### src/rtl/wide_add_pkg.sv
// Shared types and default widths for the slice-serial wide adder.
package wide_add_pkg;

  localparam int DEF_TOTALBITS = 32;
  localparam int DEF_NUMBITS   = 4;

  typedef enum logic [1:0] {
    ST_IDLE = 2'd0,
    ST_RUN  = 2'd1,
    ST_DONE = 2'd2
  } state_t;

endpackage

### src/rtl/wide_add_sequencer_cla.sv
// N-bit carry-lookahead adder: every carry is a flat sum of generate/propagate
// products, so there is no ripple chain through the slice.
module nBitCarryLookAheadAdder #(
  parameter int N = 4
) (
  input  logic [N-1:0] a,
  input  logic [N-1:0] b,
  input  logic         cin,
  output logic [N-1:0] sum,
  output logic         cout
);

  logic [N-1:0] g;
  logic [N-1:0] p;
  logic [N:0]   c;

  // Carry into bit k = g[k-1] | p[k-1]g[k-2] | ... | p[k-1..0]cin.
  function automatic logic lookahead(input logic [N-1:0] gi, input logic [N-1:0] pi,
                                     input logic ci, input int k);
    logic r;
    logic t;
    r = 1'b0;
    for (int j = 0; j < k; j++) begin
      t = gi[j];
      for (int m = j + 1; m < k; m++) t = t & pi[m];
      r = r | t;
    end
    t = ci;
    for (int m = 0; m < k; m++) t = t & pi[m];
    return r | t;
  endfunction

  assign g    = a & b;
  assign p    = a ^ b;
  assign c[0] = cin;

  for (genvar k = 1; k <= N; k++) begin : g_carry
    assign c[k] = lookahead(g, p, cin, k);
  end

  assign sum  = p ^ c[N-1:0];
  assign cout = c[N];

endmodule

### src/rtl/wide_add_sequencer.sv
// Slice-serial wide adder: one NUMBITS-wide CLA reused over NSLICE cycles.
// Optional macro WIDE_ADD_OVF_EN adds a signed-overflow output (ovf).
module wide_add_sequencer
  import wide_add_pkg::*;
#(
  parameter int TOTALBITS = DEF_TOTALBITS,
  parameter int NUMBITS   = DEF_NUMBITS
) (
  input  logic                 clk,
  input  logic                 reset,
  input  logic                 req_valid,
  output logic                 req_ready,
  input  logic [TOTALBITS-1:0] a_in,
  input  logic [TOTALBITS-1:0] b_in,
  input  logic                 c_in,
  output logic                 rsp_valid,
  input  logic                 rsp_ready,
  output logic [TOTALBITS-1:0] s_out,
  output logic                 c_out,
  output logic                 busy
`ifdef WIDE_ADD_OVF_EN
  ,output logic                ovf
`endif
);

  localparam int NSLICE = TOTALBITS / NUMBITS;
  localparam int CW     = $clog2(NSLICE);

  state_t               state, state_nxt;
  logic [TOTALBITS-1:0] a_q, b_q, acc_q, s_q;
  logic                 carry_q, c_q, rsp_vld_q;
  logic [CW-1:0]        cnt;
  logic [NUMBITS-1:0]   sum_sl;
  logic                 co_sl;
  logic                 accept, last, handshake;

  nBitCarryLookAheadAdder #(.N(NUMBITS)) u_slice (
    .a    (a_q[NUMBITS-1:0]),
    .b    (b_q[NUMBITS-1:0]),
    .cin  (carry_q),
    .sum  (sum_sl),
    .cout (co_sl)
  );

  assign accept    = (state == ST_IDLE) && req_valid;
  assign last      = (state == ST_RUN) && (cnt == CW'(NSLICE - 1));
  assign handshake = (state == ST_DONE) && rsp_vld_q && rsp_ready;

  always_ff @(posedge clk or posedge reset) begin
    if (reset) state <= ST_IDLE;
    else       state <= state_nxt;
  end

  always_comb begin
    state_nxt = state;
    unique case (state)
      ST_IDLE: if (req_valid) state_nxt = ST_RUN;
      ST_RUN:  if (last)      state_nxt = ST_DONE;
      ST_DONE: if (handshake) state_nxt = ST_IDLE;
      default:                state_nxt = ST_IDLE;
    endcase
  end

  always_comb begin
    req_ready = (state == ST_IDLE);
    busy      = (state != ST_IDLE);
    rsp_valid = rsp_vld_q;
  end

  // Slice datapath: operands drain from the LSB end, sums fill acc from the MSB end.
  always_ff @(posedge clk or posedge reset) begin
    if (reset) begin
      a_q     <= '0;
      b_q     <= '0;
      acc_q   <= '0;
      carry_q <= 1'b0;
      cnt     <= '0;
    end else if (accept) begin
      a_q     <= a_in;
      b_q     <= b_in;
      carry_q <= c_in;
      cnt     <= '0;
    end else if (state == ST_RUN) begin
      a_q     <= a_q >> NUMBITS;
      b_q     <= b_q >> NUMBITS;
      acc_q   <= {sum_sl, acc_q[TOTALBITS-1:NUMBITS]};
      carry_q <= co_sl;
      cnt     <= cnt + CW'(1);
    end
  end

  // Result registers change only on the final slice, so they hold outside DONE.
  always_ff @(posedge clk or posedge reset) begin
    if (reset) begin
      s_q <= '0;
      c_q <= 1'b0;
    end else if (last) begin
      s_q <= {sum_sl, acc_q[TOTALBITS-1:NUMBITS]};
      c_q <= co_sl;
    end
  end

  // Result is published the cycle after DONE is entered and drops on handshake.
  always_ff @(posedge clk or posedge reset) begin
    if (reset) rsp_vld_q <= 1'b0;
    else       rsp_vld_q <= (state == ST_DONE) && !handshake;
  end

  assign s_out = s_q;
  assign c_out = c_q;

`ifdef WIDE_ADD_OVF_EN
  logic ovf_q;
  // Carry into the word MSB is recovered from the top slice bit: s ^ a ^ b.
  always_ff @(posedge clk or posedge reset) begin
    if (reset)     ovf_q <= 1'b0;
    else if (last) ovf_q <= (sum_sl[NUMBITS-1] ^ a_q[NUMBITS-1] ^ b_q[NUMBITS-1]) ^ co_sl;
  end
  assign ovf = ovf_q;
`endif

endmodule

### config.mk
export PLATFORM = sky130hd
export DESIGN_NAME = wide_add_sequencer
export DESIGN_NICKNAME = d
export VERILOG_FILES = /design/src/rtl/wide_add_pkg.sv /design/src/rtl/wide_add_sequencer_cla.sv /design/src/rtl/wide_add_sequencer.sv
export SDC_FILE = /design/constraint.sdc
export NUM_CORES = 1
export LEC_CHECK = 0
export BUFFER_PORTS_ARGS = -buffer_cell sky130_fd_sc_hd__buf_2
export CELL_PAD_IN_SITES_DETAIL_PLACEMENT = 1
export CELL_PAD_IN_SITES_GLOBAL_PLACEMENT = 2
export CORE_MARGIN = 1
export CORE_UTILIZATION = 30
export CTS_CLUSTER_DIAMETER = 60
export CTS_CLUSTER_SIZE = 10
export DETAILED_ROUTE_END_ITERATION = 8
export GPL_ROUTABILITY_DRIVEN = 1
export PLACE_DENSITY = 0.72
export SYNTH_ARGS = -nofsm -noshare
export SYNTH_HDL_FRONTEND = slang
export SYNTH_SLANG_ARGS = --single-unit
### constraint.sdc
create_clock -name clk -period 12.05 [get_ports clk]
set_input_delay 1.8075 -clock clk [delete_from_list [all_inputs] [get_ports clk]]
set_output_delay 1.8075 -clock clk [all_outputs]
set_load 0.03 [all_outputs]
==> results of run 1 <==
==> per-layer routing <==
| layer | part of all wire [%] | vias to the layer above |
|---|---|---|
| li1 | - | 1920 |
| met1 | 47 | 2016 |
| met4 | 1.4 | 0 |
| met2 | 48 | 75 |
| met5 | 0 | - |
| met3 | 3.5 | 14 |
==> synthesized netlist by cell type, drive strengths merged (2+ instances only) <==
cell type  count
nand2        215
or2            2
inv            3
a21oi          2
dfrtp        132
o31ai          2
mux2          29
nand2b         2
clkbuf         6
o21ai         15
o211ai         2
buf           26
a22oi         56
ha             7
o21bai         2
==> registers in the layout (all words and copies together) (netlist names) <==
name,count
a_q,32
b_q,32
s_out,32
acc_q,28
cnt,3
state,2
c_out,1
carry_q,1
rsp_valid,1
==> worst min path at each step <==
stage                                 endpoint  slack [ns]                  from
after floorplan           acc_q[4]$_DFFE_PP0P_        0.44  acc_q[4]$_DFFE_PP0P_
after global placement    acc_q[7]$_DFFE_PP0P_        0.46  acc_q[7]$_DFFE_PP0P_
after detailed placement   b_q[27]$_DFFE_PP0P_        0.46   b_q[27]$_DFFE_PP0P_
after CTS                  rsp_valid$_DFF_PP0_        0.47   rsp_valid$_DFF_PP0_
after global routing       rsp_valid$_DFF_PP0_        0.49   rsp_valid$_DFF_PP0_
final                      rsp_valid$_DFF_PP0_        0.47   rsp_valid$_DFF_PP0_
==> stage by stage <==
step                      cells  setup WS [ns]  hold WS, ns  util (%)  total power [mW]
after floorplan             516           6.72        0.442         -              1.26
after detailed placement    822           8.74        0.463      34.5              1.46
after global placement      822           8.79        0.455      34.5              1.43
after global routing        853           8.68        0.486      37.7              2.10
final                       853           8.78        0.470      37.7              1.96
after CTS                   853           8.72        0.473      37.7              1.99
==> placed cells by master, fill, tap and decap left out, types with 4 or more instances in the layout <==
cell type	instances
clkinv_2	4
o21ai_1	4
o21ai_0	11
buf_4	5
clkbuf_16	17
nand2_1	215
mux2_2	6
ha_1	7
dfrtp_1	132
a22oi_1	56
mux2_4	20
buf_2	104
==> power groups by stage <==
stage	Combinational, mW	Sequential (mW)	Clock, mW
finish	0.680	0.761	0.516
global route	0.767	0.788	0.547
CTS	0.698	0.765	0.530
detailed placement	0.692	0.770	0
global placement	0.667	0.759	0
floorplan	0.437	0.821	0
==> cells by family after synthesis <==
logic type | Yosys count | synth area share (%)
flip-flops | 132 | 60.0
adder cells (fa/ha/maj) | 8 | 1.96
XOR/XNOR | 1 | 0.159
AO/OA/AOI/OAI | 86 | 11.0
AND/OR/NAND/NOR | 225 | 16.0
multiplexers | 29 | 7.30
buffers and inverters | 35 | 3.53
==> cell type report <==
type / instances / area (um2)
flip-flops and latches: 132 / 3300
clock inverters: 10 / 133
repair buffers: 109 / 558
inverters: 3 / 16.3
fillers: 2027 / 11200
multi-input cells: 349 / 2030
well taps: 229 / 287
clock buffers: 21 / 450
==> flow_summary.toml, run 1 <==
[synthesis]
synth_top_area_share_pct = 60.0
ys.flop_type = "dfrtp_1"
ys_top_cells_by_area = "dfrtp_1, nand2_1, a22oi_1, mux2_4, ha_1"
synth.avg_cell_area_um2 = 10.7
synth.net_count = 593
synth.distinct_cells = 36
yosys.area.top_type = "dfrtp_1"
synth-warning-count = 0
syn_area_um2 = 5500
synth-async-reset-ratio_pct = 100
ys_ff_latch = 132
synth_cells = 516
synth_edf_count = 0
ys_seq_area_share_pct = 60.0

[place]
dpl_cell_area_um2 = 6190
hpwl_um = 8770
port_buffers = 104
place_congestion = 0.711

[power]
ir_worst_vdd_mv = 0.136
seq_power_share_pct = 38.9
pwr-share-clk_pct = 26.4
swShare_pct = 38.1
switching_power_mw = 0.746
powerDensity_nw_per_um2 = 289
cellInternalPower_mw = 1.21
power_frac_comb_pct = 34.8
leakage_nw = 3.55

[die]
coreArea_um2 = 18000
start_util_pct = 30.6
die_area_um2 = 18900
die_h_um = 137
row_count = 49
fp.dieW_um = 137
ios = 105

[timing]
period_minus_slack_ns = 3.27
slew_headroom_pct = 38.0
slew_viol_final = 0
setup-violations-final = 0
final.setup.tns_ns = 0
rsz0062_at_grt = "false"
tightest_slew_ns = 0.929
fmax_mhz = 306
hold_viol = 0
fin_crit_sh_pct = 27.1
fin_skew_ns = 0.00683

[clock_tree]
clk_pin_slew_ns = 0.06
ctsHtreeMaxLevel = 4
clk_latency_ns = 0.42
cts_hold_buffers = 0
max-clock-path-buffers = 2
cts_tree = "done"
cts.sinks = 132
root_buffer = "clkbuf_16"
cts.repair.resized = 0
numCtsBuffers = 17
cts_setup_buffers = 0

[global_route]
grt_max_degree = 76
grt_pass1_wl_um = 22900
antenna_found_initial = 0
grt_pass1_vias = 4465
gr-usage-met1_pct = 20.9
met3_usage_pct = 3.64
grt_use_total_pct = 16.0
grt-ovfl-total = 0
grt_use_met2_pct = 25.5
busiest_layer = "met2"

[run]
max_cap_viol_count = 0

[detailed_routing]
vias = 4025
wire_per_inst_um = 16.2
drt_iter0_drc = 195
vias_per_cell = 4.72
routed_wl_um = 13800
drtPass1Iterations = 4
ant_nets = 0
drc = 0

[setup_path]
reg2reg_to = "a_q[1]$_DFFE_PP0P_"
crit_path_end = "req_ready"
crit_chain = "nor2_1 -> buf_2"
reg2reg_depth = 4
required_ns = 10.24
reg2reg_slack_ns = 9.77
setup.worst_path.start = "state[0]$_DFFE_PP0P_"
start_kind = "register"
crit_cells = 2
crit_path_top_delay_cell = "dfrtp_1"
path_max_fanout = 8
cp.arrival_ns = 1.46
crit_buf_inv = 1
cp_slowest_stage_delay_ns = 0.51
crit_type = "reg -> out"
crit_family = "flip-flops"
r2r-start = "state[0]$_DFFE_PP0P_"
crit_path_end_kind = "output port"

[final_layout]
design_area_um2 = 6780
nets = 689
diodes = 0
drive_gt1_share_pct = 27.4
synthToLayoutAreaGrowth_pct = 23.2

[hold_path]
hold_depth = 1
hp-class = "reg -> reg"

[outcome]
status = "finished, final reports clean"
(Power assumes the default switching activity.)
==> run 2: changes to the inputs <==
==> constraint.sdc (replaced) <==
create_clock -name clk -period 3.4 [get_ports clk]
set_input_delay 0.51 -clock clk [delete_from_list [all_inputs] [get_ports clk]]
set_output_delay 0.51 -clock clk [all_outputs]
set_load 0.03 [all_outputs]
==> run 2 against run 1 <==
Effect of this change:
- sequential share of layout area shrank 0.30 points
- worst setup slack lost 7.4 ns
- clock skew grew 0.0022 ns
- cell area grew 0.61%
==> flow_summary.toml, run 2 (synthesis results as in run 1) <==
[outcome]
status = "finished, final reports clean"

[global_route]
grt_max_degree = 76
grt_pass1_wl_um = 22100
grt-ovfl-total = 0
antenna_found_initial = 0
grt_pass1_vias = 4245
grt_use_total_pct = 15.4

[clock_tree]
cts_setup_buffers = 0
root_buffer = "clkbuf_16"
cts_hold_buffers = 0
cts.sinks = 132
clk_pin_slew_ns = 0.06
cts_tree = "done"
numCtsBuffers = 17
cts.repair.resized = 0
max-clock-path-buffers = 2
clk_latency_ns = 0.41
ctsHtreeMaxLevel = 4

[timing]
fin_skew_ns = 0.00907
period_minus_slack_ns = 2.00
fin_crit_sh_pct = 58.8
rsz0062_at_grt = "false"
slew_headroom_pct = 35.9
final.setup.tns_ns = 0
holdWs_ns = 0.254
hold_viol = 0
fmax_mhz = 500
setup-violations-final = 0
tightest_slew_ns = 0.961
slew_viol_final = 0

[setup_path]
crit_path_end = "req_ready"
required_ns = 2.89
crit_chain = "nor2_1 -> buf_2"
reg2reg_depth = 4
setup.worst_path.start = "state[0]$_DFFE_PP0P_"
start_kind = "register"
crit_cells = 2
crit_type = "reg -> out"
crit_buf_inv = 1
r2r-start = "state[0]$_DFFE_PP0P_"
path_max_fanout = 8
reg2reg_slack_ns = 1.48
crit_path_end_kind = "output port"
crit_family = "flip-flops"
cp.arrival_ns = 1.49
crit_path_top_delay_cell = "dfrtp_1"
cp_slowest_stage_delay_ns = 0.51
reg2reg_to = "a_q[16]$_DFFE_PP0P_"

[power]
powerDensity_nw_per_um2 = 1020
seq_power_share_pct = 38.8
pwr-share-clk_pct = 26.1
leakage_nw = 3.58
power_frac_comb_pct = 35.1
switching_power_mw = 2.64
swShare_pct = 38.0
cellInternalPower_mw = 4.30
ir_worst_vdd_mv = 0.436

[final_layout]
instances_no_fill = 855
synthToLayoutAreaGrowth_pct = 23.9
drive_gt1_share_pct = 28.1
diodes = 0
nets = 691
fin_util_pct = 38.0
layout_common_cells = "nand2_1, dfrtp_1, buf_2, a22oi_1, mux2_4"
mostFrequentLayoutCell = "nand2_1"

[detailed_routing]
routed_wl_um = 13600
drtPass1Iterations = 4
ant_nets = 0
drc = 0
drt_iter0_drc = 153
wire_per_inst_um = 15.9
vias_per_cell = 4.69
vias = 4010

[die]
ios = 105
row_count = 49
start_util_pct = 30.6
coreArea_um2 = 18000
fp.dieW_um = 137
die_h_um = 137
die_area_um2 = 18900

[place]
hpwl_um = 9000
dp_cells = 824
port_buffers = 104
place_congestion = 0.760

[hold_path]
hp-class = "in -> async"

[run]
max_cap_viol_count = 0
-- run 2: how the worst min path moves through the flow --
| stage | slack (ns) | startpoint | cells past startpoint | endpoint |
|---|---|---|---|---|
| final | 0.25 | reset | 2 | s_out[0]$_DFFE_PP0P_ |
| after global routing | 0.30 | reset | 2 | s_out[1]$_DFFE_PP0P_ |
| after CTS | 0.27 | reset | 2 | s_out[0]$_DFFE_PP0P_ |
| after detailed placement | 0.46 | b_q[16]$_DFFE_PP0P_ | 2 | b_q[16]$_DFFE_PP0P_ |
| after global placement | 0.45 | acc_q[4]$_DFFE_PP0P_ | 2 | acc_q[4]$_DFFE_PP0P_ |
| after floorplan | 0.44 | acc_q[4]$_DFFE_PP0P_ | 2 | acc_q[4]$_DFFE_PP0P_ |
-- run 2: metal layers --
| layer | routed length, um | vias up | GRT usage [%] |
|---|---|---|---|
| li1 | - | 1922 | - |
| met4 | 131 | 0 | 4.95 |
| met5 | 0 | - | 0 |
| met3 | 485 | 8 | 3.72 |
| met2 | 6480 | 80 | 24.8 |
| met1 | 6460 | 2000 | 20.3 |
-- run 2: power by group through the flow --
stage | clock network [mW] | registers (mW) | logic (mW)
global route | 1.93 | 2.79 | 2.74
detailed placement | 0 | 2.73 | 2.48
CTS | 1.86 | 2.71 | 2.49
finish | 1.81 | 2.70 | 2.44
floorplan | 0 | 2.91 | 1.55
global placement | 0 | 2.70 | 2.39
-- run 2: stage by stage --
stage          setup WS [ns]  instance area (um2)  power (mW)
2_1_floorplan           1.25                 5510        4.46
3_3_place_gp            1.49                 6230        5.09
3_5_place_dp            1.45                 6230        5.21
4_1_cts                 1.40                 6820        7.06
5_1_grt                 1.31                 6820        7.46
6_report                1.40                 6820        6.95
-- run 2: area by class of cell --
class | instances | area, um2
Timing Repair Buffer | 111 | 598
Sequential cell | 132 | 3300
Inverter | 3 | 15.0
Clock inverter | 10 | 105
Multi-Input combinational cell | 349 | 2030
Fill cell | 2037 | 11100
Tap cell | 229 | 287
Clock buffer | 21 | 480
==> run 3: changes to the inputs <==
==> constraint.sdc (replaced) <==
create_clock -name clk -period 1.9 [get_ports clk]
set_input_delay 0.285 -clock clk [delete_from_list [all_inputs] [get_ports clk]]
set_output_delay 0.285 -clock clk [all_outputs]
set_load 0.03 [all_outputs]
==> run 3 against run 2 <==
Effect of this change:
- routed wire length up 0.86%
- critical endpoint unchanged
- global-route usage up 0.47 points
- clock skew up 0.0011 ns
- power up 83%
- largest power group unchanged
- highest routed layer unchanged
==> flow_summary.toml, run 3 (synthesis results as in run 1) <==
[die]
coreArea_um2 = 18000
ios = 105
die_area_um2 = 18900
die_h_um = 137
row_count = 49
fp.dieW_um = 137
start_util_pct = 30.6

[global_route]
grt_max_degree = 77
grt_pass1_vias = 4407
grt-ovfl-total = 0
antenna_found_initial = 0
grt_pass1_wl_um = 22700
grt_use_total_pct = 15.9

[final_layout]
layout_common_cells = "nand2_1, dfrtp_1, buf_2, a22oi_1, mux2_4"
drive_gt1_share_pct = 28.4
synthToLayoutAreaGrowth_pct = 25.9
fin_util_pct = 38.6
nets = 694
mostFrequentLayoutCell = "nand2_1"

[clock_tree]
clk_latency_ns = 0.42
cts_tree = "done"
cts_setup_buffers = 0
cts.sinks = 132
max-clock-path-buffers = 2
root_buffer = "clkbuf_16"
numCtsBuffers = 17
ctsHtreeMaxLevel = 4
clk_pin_slew_ns = 0.06

[detailed_routing]
vias_per_cell = 4.71
ant_nets = 0
drc = 0
drtPass1Iterations = 4
drt_iter0_drc = 135
wire_per_inst_um = 15.9
vias = 4054
routed_wl_um = 13700

[timing]
tightest_slew_ns = 0.487
slew_headroom_pct = 67.4
fin_crit_sh_pct = 95.0
slew_viol_final = 0
setup_ws_ns = 0.0946
setup-violations-final = 0
period_minus_slack_ns = 1.81
fin_skew_ns = 0.0102
hold_viol = 0
fmax_mhz = 554
rsz0062_at_grt = "false"

[setup_path]
crit_buf_inv = 1
crit_path_top_delay_cell = "dfrtp_1"
start_kind = "register"
cp_slowest_stage_delay_ns = 0.51
path_max_fanout = 8
crit_family = "flip-flops"
crit_type = "reg -> out"
crit_path_end_kind = "output port"
cp.arrival_ns = 1.52
crit_chain = "nor2_1 -> buf_2"
required_ns = 1.62

[power]
leakage_nw = 3.62
powerDensity_nw_per_um2 = 1830
power_mw = 12.7
ir_worst_vdd_mv = 0.885

[hold_path]
hp-class = "in -> reg"

[run]
max_cap_viol_count = 0

[place]
hpwl_um = 9040
port_buffers = 104
place_congestion = 0.715
place_ws_ns = 0.0459

[outcome]
status = "finished, final reports clean"
==> run 3: area by class of cell <==
cell class	count	area [um2]
inverter	3	15.0
clock buffer	20	457
sequential	132	3300
clock inverter	12	154
antenna	1	2.50
fill	2034	11000
tap	229	287
multi-input combinational	349	2030
timing repair buffer	114	673
==> run 3: routing by layer <==
layer | part of all wire (%) | up-vias | track usage [%]
li1 | - | 1938 | -
met1 | 47 | 2023 | 20.1
met2 | 48 | 80 | 25.9
met3 | 4.5 | 13 | 4.23
met4 | 1.4 | 0 | 6.04
met5 | 0 | - | 0
==> run 3: power by group <==
part | total (mW) | switching (mW) | internal [mW]
combinational | 4.46 | 2.74 | 1.72
clock | 3.39 | 1.26 | 2.13
sequential | 4.84 | 0.816 | 4.02
==> run 3: worst register-to-register path, stage by stage, from the launching register on <==
cell and delay [ns]:
dfrtp_1 0.41, ha_1 0.31, ha_1 0.20, o211ai_1 0.25, a21boi_1 0.20, o31a_1 0.27
==> run 3: per-stage QoR <==
stage / TNS (ns) / cell area (um2) / std cells / hold WS [ns]
floorplan: -2.93 / 5510 / 516 / 0.394
global placement: 0 / 6300 / 826 / 0.280
detailed placement: 0 / 6300 / 826 / 0.286
CTS: 0 / 6920 / 859 / 0.0559
global route: 0 / 6920 / 859 / 0.0773
finish: 0 / 6930 / 860 / 0.0716
==> run 3: final timing paths <==
check,from,end,slack [ns],depth (start not counted)
max,state[0]$_DFFE_PP0P_,req_ready,0.09,2
min,a_in[31],a_q[31]$_DFFE_PP0P_,0.07,3
max reg2reg,a_q[0]$_DFFE_PP0P_,c_out$_DFFE_PP0P_,0.14,5
min reg2reg,a_q[7]$_DFFE_PP0P_,a_q[7]$_DFFE_PP0P_,0.48,2
max in group asynchronous,reset,s_out[28]$_DFFE_PP0P_,0.79,4
min in group asynchronous,reset,s_out[2]$_DFFE_PP0P_,0.39,3
==> run 3: timing repair <==
item                                    4_1_cts  5_1_grt
gates resized for setup                       0        2
hold endpoints to repair                     11        0
endpoints found under the setup margin        0        3
hold buffers                                  1        0
